$ cat src/rtl/packet_depicker.sv
// Receive-side HDMI data-island packet parser: ACR N/CTS, audio sample FIFO, AVI VIC, InfoFrame checksum.
// Optional per-sample parity scrubbing is enabled by defining PACKET_DEPICKER_PARITY_CHECK_EN.
module packet_depicker #(
  parameter int AUDIO_BIT_WIDTH = 16,
  parameter int FIFO_DEPTH      = 8
) (
  input  logic                                clk_pixel,
  input  logic                                reset_n,
  input  logic                                packet_valid,
  input  logic [23:0]                         header,
  input  logic [3:0][55:0]                    sub,
  output logic [1:0][AUDIO_BIT_WIDTH-1:0]     audio_sample_word,
  output logic                                audio_block_start,
  output logic                                audio_valid,
  input  logic                                audio_ready,
  output logic [$clog2(FIFO_DEPTH):0]         audio_fifo_level,
  output logic [19:0]                         acr_n,
  output logic [19:0]                         acr_cts,
  output logic                                acr_update,
  output logic [6:0]                          video_id_code,
  output logic                                avi_valid,
  output logic                                checksum_error,
  output logic                                overflow,
  output logic                                packet_drop,
  output logic [15:0]                         parity_error_count
);

  localparam int W  = AUDIO_BIT_WIDTH;
  localparam int AW = $clog2(FIFO_DEPTH);
  localparam int LW = AW + 1;

  typedef enum logic {S_IDLE, S_UNPACK} state_t;

  state_t r_state, w_next_state;

  logic [1:0]          r_idx;
  logic [3:0]          r_present, r_flat, r_bflag;
  logic [3:0][W-1:0]   r_word_l, r_word_r;
  logic [19:0]         r_acr_n, r_acr_cts;
  logic [6:0]          r_vic;
  logic                r_acr_update, r_avi_valid, r_checksum_error, r_overflow, r_packet_drop;

  logic [W-1:0]        r_mem_l [FIFO_DEPTH];
  logic [W-1:0]        r_mem_r [FIFO_DEPTH];
  logic [FIFO_DEPTH-1:0] r_mem_b;
  logic [AW-1:0]       r_wr_ptr, r_rd_ptr;
  logic [LW-1:0]       r_level;

  logic                w_accept, w_is_acr, w_is_audio, w_is_info, w_acr_same;
  logic [2:0]          w_popcnt;
  logic [LW-1:0]       w_free;
  logic                w_no_room;
  logic [7:0]          w_sum;
  logic                w_wr_en, w_rd_en;
  logic [W-1:0]        w_pass_l, w_pass_r, w_wr_l, w_wr_r;

  // ---------------- packet decode (evaluated on the strobe cycle) ----------------
  assign w_accept   = packet_valid && (r_state == S_IDLE);
  assign w_is_acr   = (header[7:0] == 8'h01);
  assign w_is_audio = (header[7:0] == 8'h02);
  assign w_is_info  = header[7];
  assign w_acr_same = (sub[1] == sub[0]) && (sub[2] == sub[0]) && (sub[3] == sub[0]);

  assign w_popcnt  = {2'b00, header[8]} + {2'b00, header[9]} + {2'b00, header[10]} + {2'b00, header[11]};
  assign w_free    = LW'(FIFO_DEPTH) - r_level;
  assign w_no_room = LW'(w_popcnt) > w_free;

  always_comb begin
    w_sum = header[7:0] + header[15:8] + header[23:16];
    for (int k = 0; k < 4; k++) begin
      for (int j = 0; j < 7; j++) begin
        w_sum = w_sum + sub[k][8*j +: 8];
      end
    end
  end

  // ---------------- control FSM ----------------
  always_ff @(posedge clk_pixel or negedge reset_n) begin
    // NOTE: sequential state uses non-blocking assignments so every register samples pre-edge values.
    if (!reset_n) r_state <= S_IDLE;
    else          r_state <= w_next_state;
  end

  always_comb begin
    // NOTE: default assigned first so no path leaves the signal unassigned and infers a latch.
    w_next_state = r_state;
    case (r_state)
      S_IDLE:   if (w_accept && w_is_audio && !w_no_room) w_next_state = S_UNPACK;
      S_UNPACK: if (r_idx == 2'd3) w_next_state = S_IDLE;
      default:  w_next_state = S_IDLE;
    endcase
  end

  // ---------------- unpack datapath ----------------
  assign w_wr_en  = (r_state == S_UNPACK) && r_present[r_idx];
  assign w_rd_en  = (r_level != '0) && audio_ready;
  assign w_pass_l = r_flat[r_idx] ? '0 : r_word_l[r_idx];
  assign w_pass_r = r_flat[r_idx] ? '0 : r_word_r[r_idx];

`ifdef PACKET_DEPICKER_PARITY_CHECK_EN
  logic [3:0]   r_bad;
  logic [W-1:0] r_last_l, r_last_r;
  logic [15:0]  r_par_cnt;

  // A pair failing parity on either channel is concealed with the last good pair.
  assign w_wr_l = r_bad[r_idx] ? r_last_l : w_pass_l;
  assign w_wr_r = r_bad[r_idx] ? r_last_r : w_pass_r;
  assign parity_error_count = r_par_cnt;

  always_ff @(posedge clk_pixel or negedge reset_n) begin
    if (!reset_n) begin
      r_bad     <= '0;
      r_last_l  <= '0;
      r_last_r  <= '0;
      r_par_cnt <= '0;
    end else begin
      if (w_accept && w_is_audio && !w_no_room) begin
        for (int i = 0; i < 4; i++) begin
          r_bad[i] <= (^{sub[i][51:48], sub[i][23:0]}) | (^{sub[i][55:52], sub[i][47:24]});
        end
      end
      if (w_wr_en) begin
        if (r_bad[r_idx]) begin
          if (r_par_cnt != 16'hFFFF) r_par_cnt <= r_par_cnt + 16'd1;
        end else begin
          r_last_l <= w_pass_l;
          r_last_r <= w_pass_r;
        end
      end
    end
  end
`else
  assign w_wr_l = w_pass_l;
  assign w_wr_r = w_pass_r;
  assign parity_error_count = '0;
`endif

  // ---------------- registered state and pulses ----------------
  always_ff @(posedge clk_pixel or negedge reset_n) begin
    if (!reset_n) begin
      r_idx            <= '0;
      r_present        <= '0;
      r_flat           <= '0;
      r_bflag          <= '0;
      r_word_l         <= '0;
      r_word_r         <= '0;
      r_acr_n          <= '0;
      r_acr_cts        <= '0;
      r_vic            <= '0;
      r_acr_update     <= 1'b0;
      r_avi_valid      <= 1'b0;
      r_checksum_error <= 1'b0;
      r_overflow       <= 1'b0;
      r_packet_drop    <= 1'b0;
      r_wr_ptr         <= '0;
      r_rd_ptr         <= '0;
      r_level          <= '0;
    end else begin
      r_acr_update     <= 1'b0;
      r_checksum_error <= 1'b0;
      r_overflow       <= 1'b0;
      r_packet_drop    <= packet_valid && (r_state == S_UNPACK);
      r_idx            <= (r_state == S_UNPACK) ? r_idx + 2'd1 : 2'd0;

      if (w_accept) begin
        if (w_is_acr && w_acr_same) begin
          r_acr_cts    <= {sub[0][11:8], sub[0][23:16], sub[0][31:24]};
          r_acr_n      <= {sub[0][35:32], sub[0][47:40], sub[0][55:48]};
          r_acr_update <= 1'b1;
        end
        if (w_is_audio) begin
          if (w_no_room) begin
            r_overflow <= 1'b1;
          end else begin
            r_present <= header[11:8];
            r_flat    <= header[19:16];
            r_bflag   <= header[23:20];
            for (int i = 0; i < 4; i++) begin
              r_word_l[i] <= sub[i][23 -: W];
              r_word_r[i] <= sub[i][47 -: W];
            end
          end
        end
        if (w_is_info) begin
          if (w_sum != 8'h00) begin
            r_checksum_error <= 1'b1;
          end else if (header[7:0] == 8'h82) begin
            r_vic       <= sub[0][38:32];
            r_avi_valid <= 1'b1;
          end
        end
      end

      if (w_wr_en) r_wr_ptr <= r_wr_ptr + AW'(1);
      if (w_rd_en) r_rd_ptr <= r_rd_ptr + AW'(1);
      case ({w_wr_en, w_rd_en})
        2'b10:   r_level <= r_level + LW'(1);
        2'b01:   r_level <= r_level - LW'(1);
        default: r_level <= r_level;
      endcase
    end
  end

  // NOTE: FIFO storage is not reset; the head is masked by audio_valid so stale contents never leak out.
  always_ff @(posedge clk_pixel) begin
    if (w_wr_en) begin
      r_mem_l[r_wr_ptr] <= w_wr_l;
      r_mem_r[r_wr_ptr] <= w_wr_r;
      r_mem_b[r_wr_ptr] <= r_bflag[r_idx];
    end
  end

  // ---------------- outputs ----------------
  assign audio_valid          = (r_level != '0);
  assign audio_sample_word[0] = audio_valid ? r_mem_l[r_rd_ptr] : '0;
  assign audio_sample_word[1] = audio_valid ? r_mem_r[r_rd_ptr] : '0;
  assign audio_block_start    = audio_valid & r_mem_b[r_rd_ptr];
  assign audio_fifo_level     = r_level;
  assign acr_n                = r_acr_n;
  assign acr_cts              = r_acr_cts;
  assign acr_update           = r_acr_update;
  assign video_id_code        = r_vic;
  assign avi_valid            = r_avi_valid;
  assign checksum_error       = r_checksum_error;
  assign overflow             = r_overflow;
  assign packet_drop          = r_packet_drop;

endmodule
$ cat config.mk
export PLATFORM = sky130hd
export DESIGN_NAME = packet_depicker
export DESIGN_NICKNAME = d
export VERILOG_FILES = /design/src/rtl/packet_depicker.sv
export SDC_FILE = /design/constraint.sdc
export NUM_CORES = 1
export LEC_CHECK = 0
export BUFFER_PORTS_ARGS = -buffer_cell sky130_fd_sc_hd__buf_2
export CAP_MARGIN = 20
export CORE_ASPECT_RATIO = 0.75
export CORE_MARGIN = 4
export CORE_UTILIZATION = 50
export CTS_CLUSTER_DIAMETER = 80
export CTS_CLUSTER_SIZE = 12
export DETAILED_ROUTE_END_ITERATION = 10
export HOLD_SLACK_MARGIN = 0.05
export PLACE_DENSITY = 0.74
export RECOVER_POWER = 100
export REMOVE_ABC_BUFFERS = 1
export SLEW_MARGIN = 25
export SYNTH_ARGS = -nofsm -noshare
export SYNTH_HDL_FRONTEND = slang
export SYNTH_SLANG_ARGS = --single-unit
$ cat constraint.sdc
create_clock -name clk_pixel -period 4.2 [get_ports clk_pixel]
set_clock_uncertainty 0.1 [all_clocks]
set_input_delay 0.42 -clock clk_pixel [delete_from_list [all_inputs] [get_ports clk_pixel]]
set_output_delay 0.42 -clock clk_pixel [all_outputs]
set_load 0.02 [all_outputs]
==> qor.yml, run 1 <==
status: "complete, but fails checks"
failed_checks: "max-capacitance violations, max-slew violations, negative setup slack"
ys_seq_elements: 469
grtUsageTotal_pct: 31.7
synth_cell_type_count: 53
critPathMaxFanout: 8
end_kind: "flop"
crit_path_start_kind: "input pin"
antenna_found_initial: 7
muxShareOfSynthArea_pct: 18.3
clk_pin_slew_worst_paths_ns: 0.06
dpl.hpwl_um: 68700
ys_seq_area_share_pct: 50.5
worst_path_max_delay_cell: "fa_1"
synth_edf_count: 264
min_path_type: "in2reg"
vias: 17400
wire_per_inst_um: 29.1
grt_max_degree: 100
maxSlewViolCount: 240
clockPowerShare_pct: 11.9
drive_above_1_share_pct: 37.7
globalplace.congestion: 1.02
synth-xor-area-share_pct: 4.70
setup_violations: 9
port_buffers: 341
antenna_left: 0
p_leak_nw: 13.6
slew_headroom_pct: -74.4
power_frac_comb_pct: 71.7
fmax_mhz: 161
clkLatencyLatePin_ns: 0.59
min_period_over_period_pct: 148
crit_type: "in2reg"
fp.dieW_um: 271
die_y_um: 205
synthCells: 1707
hold_depth: 2
switching_share_pct: 41.6
fp-row-count: 71
yosys_warnings: 0
h-tree-depth: 2
yosys.area_share.simple_pct: 4.33
synth_fa_ha_area_share_pct: 15.5
grt_pass1_vias: 18200
drt_iter0_drc: 1839
maxCapViolations: 6
vdd.ir_drop.worst_v: 0.00479
grt_pass1_wl_um: 125000
tritoncts: "yes"
rsz0062_at_grt: "true"
coreArea_um2: 50600
tightest_slew_ns: 2.62
synth_top_family_by_area: "multiplexers"
cp_cell_sequence: "buf_2 > fa_1 > inv_1 > fa_1 > fa_1 > fa_1 > fa_1 > fa_1 > fa_2 > fa_2 > xnor2_2 > xnor2_2 > xnor2_1 > xnor2_1 > xnor2_1 > buf_4 > xnor3_2 > nand4_4 > mux2_2"
final_nets: 2762
min_period_ns: 6.21
grt_remaining_overflow: 0
holdWs_ns: 0.0784
ys.flop_type: "edfxtp_1"
fin_total_pwr_mw: 32.7
internal-power_mw: 19.1
p_sw_mw: 13.6
cts_buffers: 45
vias_per_cell: 5.81
cpPeakStageDelay_ns: 0.60
drt_wl_total_um: 87000
pin_count: 358
critPathRequiredTime_ns: 4.57
crit_arrival_ns: 6.58
synthArstFlopShare_pct: 43.7
root_buffer: "clkbuf_16"
netlist_area_um2: 25900
fin_ws_ns: -2.01
area_delta_synth_final_pct: 21.6
start_util_pct: 51.1
pre_cts_ws_ns: -2.76
powerDensity_nw_per_um2: 1040
hold_viol: 0
dieArea_um2: 55500
seq_power_share_pct: 16.4
r2r.worst_path.cells: 11
worst_path_most_repeated_cell: "fa_1"
syn_area_per_cell_um2: 15.2
synth_compound_area_share_pct: 2.36
drt_pass1_iterations: 6
route.detailed.drc: 0
clock-sinks: 469
clockBufferDepth: 3
## layer usage
metal  wire length [µm]  track usage, %
met5                 17               0
met4               2670            8.30
met3              10500            11.4
met2              37700            46.9
met1              36200            45.2
## kinds of logic after synthesis
family | Yosys count
flip-flops | 469
multiplexers | 323
buffers and inverters | 268
adder cells (fa/ha/maj) | 214
AND/OR/NAND/NOR | 212
XOR/XNOR | 134
AO/OA/AOI/OAI | 86
other | 1
## layout by cell type (no fill, tap or decap), types with 56 or more instances in the layout
cell type,instances
edfxtp_1,264
xnor2_1,96
fa_1,168
clkbuf_1,106
mux4_2,101
buf_2,255
mux2_2,177
buf_4,218
nor2_1,56
dfrtp_1,200
inv_1,187
## what timing repair did
item                                    4_1_cts  5_1_grt
hold buffers                                 15        0
endpoints found under the hold margin       110        0
pin swaps                                    23       14
gates resized for setup                      21       27
buffers inserted                              2        0
endpoints found under the setup margin        9        9
## cell usage after synthesis (all sizes together) (2+ instances only)
library cell | n | area share (%)
nand2 | 23 | 0.33
clkbuf | 28 | 0.41
o21a | 2 | 0.058
a222oi | 4 | 0.15
nor4 | 13 | 0.31
a31oi | 3 | 0.073
mux2 | 188 | 8.2
mux4 | 101 | 8.8
ha | 35 | 1.7
fa | 179 | 14
or3 | 6 | 0.15
a221oi | 9 | 0.30
xnor2 | 100 | 3.4
nor2 | 56 | 0.81
a22o | 3 | 0.10
o22ai | 14 | 0.34
nor2b | 35 | 0.85
buf | 44 | 1.1
a21o | 4 | 0.12
a22oi | 3 | 0.087
mux2i | 34 | 1.3
a2111oi | 2 | 0.068
xnor3 | 2 | 0.18
and2 | 4 | 0.097
nand2b | 8 | 0.19
xor2 | 32 | 1.1
inv | 196 | 2.8
edfxtp | 264 | 31
dfrtp | 205 | 20
nand4 | 19 | 0.52
nor3 | 21 | 0.45
nor3b | 2 | 0.077
a21oi | 13 | 0.25
nand3 | 13 | 0.25
and3 | 10 | 0.24
o2bb2ai | 10 | 0.34
o2111ai | 5 | 0.17
o21ai | 12 | 0.23
## cell type report
type                       count  area [µm²]
antenna                        6        15.0
multi-input combinational    985       11800
tap                          657         822
clock inverter                 4        73.8
fill                        3910       19200
clock buffer                  75        1270
inverter                     196         736
sequential                   469       13100
timing repair buffer         599        3630
## critical path, delay by kind of cell
family | cells | cell delay, ns
adder cells (fa/ha/maj) | 8 | 3.98
XOR/XNOR | 6 | 1.23
multiplexers | 1 | 0.36
buffers and inverters | 3 | 0.35
AND/OR/NAND/NOR | 1 | 0.21
## worst paths after layout
path	startpoint	end	slack, ns
max	sub[76]	video_id_code[5]	-2.01
min	sub[92]	r_word_r[20]	0.08
max reg2reg	audio_fifo_level[0]	r_word_r[37]	0.19
min reg2reg	avi_valid	avi_valid	0.38
max in group asynchronous	reset_n	r_word_r[4]	0.53
min in group asynchronous	reset_n	audio_fifo_level[3]	1.09
## state kept, by name, summed over array words and instances, names as in the netlist, 2 cells and up
signal / flops
r_wr_ptr: 3
r_idx: 2
r_mem_l: 128
r_flat: 4
acr_n: 20
r_mem_r: 128
r_word_l: 64
r_present: 4
audio_fifo_level: 4
r_mem_b: 8
r_word_r: 64
r_bflag: 4
video_id_code: 7
r_rd_ptr: 3
acr_cts: 20
## power by group through the flow
stage,sequential [mW],clock [mW],combinational [mW]
final,5.37,3.89,23.4
after global routing,5.40,4.16,24.8
after CTS,5.38,3.96,22.0
after detailed placement,5.47,0,20.2
after global placement,5.46,0,20.0
after floorplan,5.58,0,12.6
## through the flow
stage / cells / utilization [%] / TNS, ns / cell area (µm²)
2_1_floorplan: 1650 / - / -1437.71 / 25600
3_3_place_gp: 2889 / 59.5 / -24.14 / 30100
3_5_place_dp: 2889 / 59.5 / -24.18 / 30100
4_1_cts: 2985 / 62.6 / -16.80 / 31700
5_1_grt: 2987 / 62.1 / -21.68 / 31400
6_report: 2991 / 62.1 / -17.43 / 31500
Power figures use the tool's default switching activity.
==> run 2: changes to the inputs <==
- GPL_TIMING_DRIVEN: default -> 0
- PLACE_DENSITY: 0.74 -> 0.78
==> qor.yml, run 2 (synthesis results as in run 1) <==
status: "complete, but fails checks"
failed_checks: "max-capacitance violations, max-slew violations, negative setup slack"
coreArea_um2: 50600  # unchanged
grt_pass1_vias: 17400  # -4.3%
pre_cts_ws_ns: -3.35  # -0.590 ns
fin_util_pct: 60.0  # -2.1 points
cp_cell_sequence: "buf_12 > fa_1 > inv_2 > fa_2 > fa_2 > fa_1 > fa_1 > fa_1 > fa_1 > fa_1 > inv_1 > ha_1 > a21o_1 > a21oi_4 > nor2_2 > o21a_1 > nor2_4 > xnor3_2 > nand4_4 > mux2_2"
die_y_um: 205  # unchanged
grtUsageTotal_pct: 30.2  # -1.5 points
start_util_pct: 51.1  # unchanged
powerDensity_nw_per_um2: 981  # -5.5%
critPathMaxFanout: 8  # unchanged
drt_pass1_iterations: 5  # -1
use_met3_pct: 12.2  # +0.80 points
root_buffer: "clkbuf_16"
tightest_slew_ns: 1.90  # -0.715 ns
drt_wl_total_um: 83700  # -3.8%
rsz0062_at_grt: "true"
fin_ws_ns: -2.23  # -0.225 ns
antenna_found_initial: 20  # +13
fmax_mhz: 156  # -3.5%
worst_path_most_repeated_cell: "fa_1"
drive_above_1_share_pct: 32.5  # -5.2 points
maxCapViolations: 1  # -5
vias: 16900  # -2.9%
fill_cells: 3954  # +1.1%
min_period_over_period_pct: 153  # +5.4 points
setup_violations: 135  # +126
clkLatencyLatePin_ns: 0.58  # about the same
final_common_cell: "edfxtp_1"
use_met1_pct: 42.1  # -3.1 points
crit_arrival_ns: 6.80  # +0.22 ns
min_path_type: "in2reg"
slew_headroom_pct: -26.7  # +48 points
globalplace.congestion: 1.01  # -0.60%
grt_remaining_overflow: 0  # unchanged
crit_path_start_kind: "input pin"
port_buffers: 341  # unchanged
h-tree-depth: 2  # unchanged
use_met2_pct: 45.3  # -1.6 points
p_leak_nw: 12.9  # -5.6%
crit_type: "in2reg"
fp-row-count: 71  # unchanged
cpPeakStageDelay_ns: 0.59  # about the same
min_period_ns: 6.43  # +0.225 ns
dieArea_um2: 55500  # unchanged
vias_per_cell: 5.97  # +2.9%
fin_total_pwr_mw: 29.8  # -8.7%
grt_max_degree: 92  # -8.0%
hold_viol: 0  # unchanged
route.detailed.drc: 0  # unchanged
cts_buffers: 45  # unchanged
drt_iter0_drc: 1861  # +1.2%
wire_per_inst_um: 29.7  # +1.9%
final_cell_mix: "edfxtp_1, buf_2, dfrtp_1"
pin_count: 358  # unchanged
area_delta_synth_final_pct: 17.4
fp.dieW_um: 271  # unchanged
worst_path_max_delay_cell: "fa_1"
reg.largest.list: "r_mem_l: 128 flops, r_mem_r: 128 flops"
end_kind: "flop"
final_nets: 2586  # -6.4%
critPathRequiredTime_ns: 4.57  # about the same
busiest_layer: "met2"
maxSlewViolCount: 37  # -85%
clk_pin_slew_worst_paths_ns: 0.06  # about the same
clock-sinks: 469  # unchanged
antenna_left: 0  # unchanged
vdd.ir_drop.worst_v: 0.00228  # -52%
grt_pass1_wl_um: 120000  # -4.1%
clockBufferDepth: 3  # unchanged
dpl.hpwl_um: 65300  # -4.9%
tritoncts: "yes"
## run 2: cell count changes in the layout (fill, tap and decap cells not counted), moves of 7 or more
cell / change
buf_4: -184
nor2_2: +7
diode_2: +7
nor2_1: -8
dlygate4sd3_1: +13
clkbuf_1: -12
## run 2: area by class of cell
type	count	area, µm²	area share, %
inverter	196	736	2.42
timing repair buffer	423	2530	8.34
multi-input combinational	985	11900	39.1
sequential	469	13100	43.0
clock buffer	76	1270	4.19
clock inverter	3	45.0	0.148
antenna	13	32.5	0.107
tap	657	822	2.70
## run 2: critical path, delay by kind of cell
| kind | cells | cell delay [ns] |
|---|---|---|
| XOR/XNOR | 1 | 0.36 |
| AO/OA/AOI/OAI | 3 | 0.56 |
| multiplexers | 1 | 0.36 |
| AND/OR/NAND/NOR | 3 | 0.47 |
| adder cells (fa/ha/maj) | 9 | 4.39 |
| buffers and inverters | 3 | 0.23 |
## run 2: worst paths after layout
| path | start | to | slack [ns] | depth (start not counted) |
|---|---|---|---|---|
| max | sub[179] | video_id_code[6] | -2.23 | 20 |
| min | sub[131] | r_word_l[43] | 0.06 | 2 |
| max in group asynchronous | reset_n | acr_cts[12] | 0.81 | 3 |
| min reg2reg | avi_valid | avi_valid | 0.37 | 1 |
| min in group asynchronous | reset_n | acr_cts[0] | 0.80 | 2 |
| max reg2reg | audio_fifo_level[0] | r_word_r[38] | -0.35 | 14 |
## run 2: metrics by stage
| stage | instances | hold slack, ns | cell area [µm²] | TNS [ns] |
|---|---|---|---|---|
| 2_1_floorplan | 1650 | 0.0244 | 25600 | -1437.71 |
| 3_3_place_gp | 2648 | 0.347 | 28100 | -3171.40 |
| 3_5_place_dp | 2693 | 0.212 | 28800 | -76.09 |
| 4_1_cts | 2807 | 0.0533 | 30600 | -18.08 |
| 5_1_grt | 2814 | 0.0534 | 30400 | -68.76 |
| 6_report | 2822 | 0.0621 | 30400 | -37.48 |
## run 2: repair_timing
item | in CTS | in global routing
setup buffers | 7 | 2
endpoints found under the setup margin | 27 | 9
pin swaps | 27 | 8
hold buffers | 28 | 0
resized for setup | 43 | 15
hold endpoints to repair | 165 | 0
## run 2: metal layers
metal / share of wire (%) / vias up
li1: - / 6883
met4: 2.6 / 24
met1: 40 / 8748
met2: 44 / 1041
met3: 13 / 165
met5: 0.17 / -
## run 2: power breakdown
part,switching (mW),total [mW],internal (mW),leakage [nW]
registers,0.215,5.29,5.08,5.18
logic,11.2,20.7,9.49,7.08
clock network,1.76,3.82,2.07,0.630
==> run 3: changes to the inputs <==
- PLACE_DENSITY: 0.78 -> 0.79
- REMOVE_ABC_BUFFERS: 1 -> default
- TNS_END_PERCENT: default -> 30
==> qor.yml, run 3 (synthesis results as in run 1) <==
status: "complete, but fails checks"
failed_checks: "max-capacitance violations, max-slew violations, negative setup slack"
grtUsageTotal_pct: 35.4  # +5.2 points
seq_power_share_pct: 16.9  # -0.8 points
critical-path-top-delay-family: "adder cells"
area_delta_synth_final_pct: 17.0
final_cell_mix: "edfxtp_1, buf_2, dfrtp_1"
min_period_over_period_pct: 156  # +2.6 points
p_sw_mw: 13.9  # +5.3%
start_util_pct: 51.1  # unchanged
h-tree-depth: 2  # unchanged
critPathMaxFanout: 8  # unchanged
antenna_found_initial: 9  # -55%
clock-sinks: 469  # unchanged
wire_per_inst_um: 34.1  # +15%
grt_max_degree: 96  # +4.3%
dpl.hpwl_um: 77300  # +18%
route.detailed.drc: 0  # unchanged
cp_cell_sequence: "buf_6 > fa_2 > inv_2 > fa_2 > fa_1 > fa_1 > fa_2 > fa_1 > fa_1 > fa_2 > xnor2_2 > xnor2_1 > xnor2_1 > xnor2_2 > xnor2_2 > xnor3_2 > nand4_4 > mux2_2"
vdd.ir_drop.worst_v: 0.00585  # +160%
critPathRequiredTime_ns: 4.59  # +0.02 ns
rsz0062_at_grt: "true"
fp-row-count: 71  # unchanged
final_common_cell: "edfxtp_1"
cts_buffers: 45  # unchanged
clockBufferDepth: 3  # unchanged
drt_pass1_iterations: 7  # +2
worst-path-buf-inv: 2  # -1
grt_remaining_overflow: 0  # unchanged
holdWs_ns: 0.0684  # +0.00631 ns
fmax_mhz: 153  # -1.7%
antenna_left: 0  # unchanged
fin_total_pwr_mw: 30.8  # +3.2%
drive_above_1_share_pct: 31.7  # -0.81 points
tritoncts: "yes"
worst_path_max_delay_cell: "fa_2"
pin_count: 358  # unchanged
switching_share_pct: 45.1  # +0.89 points
min_path_type: "in2reg"
port_buffers: 341  # unchanged
slew_headroom_pct: -47.8  # -21 points
pre_cts_ws_ns: -3.29  # +0.0618 ns
p_leak_nw: 12.8  # -0.39%
clkLatencyLatePin_ns: 0.61  # +0.03 ns
crit_arrival_ns: 6.93  # +0.13 ns
grt_pass1_wl_um: 136000  # +13%
drt_iter0_drc: 2281  # +23%
grt_pass1_vias: 18000  # +3.5%
powerDensity_nw_per_um2: 1020  # +3.6%
maxCapViolations: 2  # +1
cpPeakStageDelay_ns: 0.64  # +0.05 ns
globalplace.congestion: 1.07  # +5.3%
power_frac_comb_pct: 70.7  # +1.3 points
maxSlewViolCount: 186  # +400%
internal-power_mw: 16.9  # +1.5%
fin_ws_ns: -2.34  # -0.109 ns
clockPowerShare_pct: 12.5  # -0.3 points
setup_violations: 56  # -59%
hold_viol: 0  # unchanged
final_nets: 2623  # +1.4%
die_y_um: 205  # unchanged
crit_path_start_kind: "input pin"
crit_type: "in2reg"
coreArea_um2: 50600  # unchanged
drt_wl_total_um: 97100  # +16%
vias_per_cell: 6.12  # +2.5%
root_buffer: "clkbuf_16"
end_kind: "flop"
clk_pin_slew_worst_paths_ns: 0.06  # about the same
dieArea_um2: 55500  # unchanged
min_period_ns: 6.54  # +0.109 ns
fp.dieW_um: 271  # unchanged
reg.largest.list: "r_mem_l: 128 flops, r_mem_r: 128 flops"
tightest_slew_ns: 2.22  # +0.316 ns
vias: 17400  # +3.4%
-- run 3: per-layer routing --
metal	share of wire [%]	global-route usage, %
met1	41	51.3
met2	43	52.2
met3	13	11.2
met4	3.3	10.0
met5	0.063	0
-- run 3: worst paths after layout --
path	from	to	slack (ns)	depth (start not counted)
setup / recovery	sub[14]	video_id_code[3]	-2.34	18
hold / removal	header[20]	r_bflag[0]	0.07	2
setup reg to reg	r_idx[0]	r_mem_l[0][9]	-0.14	8
hold reg to reg	avi_valid	avi_valid	0.37	1
max in group asynchronous	reset_n	r_wr_ptr[0]	0.64	3
min in group asynchronous	reset_n	acr_cts[10]	0.54	2
-- run 3: repair_timing --
item / CTS / global route
endpoints found under the setup margin: 9 / 102
resized for setup: 23 / 35
setup buffers: 3 / 4
hold buffers: 23 / 2
pin swaps: 9 / 21
endpoints found under the hold margin: 227 / 3
-- run 3: final cells by class --
| type | instances | area [µm²] |
|---|---|---|
| tap | 657 | 822 |
| multi-input combinational | 985 | 11900 |
| antenna | 2 | 5.00 |
| fill | 4008 | 20400 |
| clock inverter | 4 | 88.8 |
| inverter | 196 | 736 |
| clock buffer | 74 | 1250 |
| timing repair buffer | 388 | 2060 |
| sequential | 469 | 13100 |
| buffer | 72 | 359 |
-- run 3: worst register-to-register path, delay by kind of cell (launching register included) --
kind                   cells  cell delay, ns
multiplexers               1            0.36
flip-flops                 1            0.37
AND/OR/NAND/NOR            3            1.66
buffers and inverters      4            1.52
-- run 3: power by group through the flow --
| stage | Sequential, mW | Clock (mW) | Combinational (mW) |
|---|---|---|---|
| final | 5.19 | 3.84 | 21.7 |
| after global routing | 5.20 | 4.10 | 22.9 |
| after CTS | 5.19 | 3.89 | 20.1 |
| after detailed placement | 5.27 | 0 | 18.1 |
| after global placement | 5.26 | 0 | 17.7 |
| after floorplan | 5.27 | 0 | 13.7 |
-- run 3: stage by stage --
stage	utilization [%]	cell area (µm²)	TNS, ns	cells
floorplan	-	26000	-18.45	1722
CTS	60.3	30500	-19.95	2839
finish	59.8	30300	-29.23	2847
detailed placement	57.0	28900	-89.30	2735
global route	59.8	30300	-29.04	2845
global placement	56.3	28500	-490.46	2720
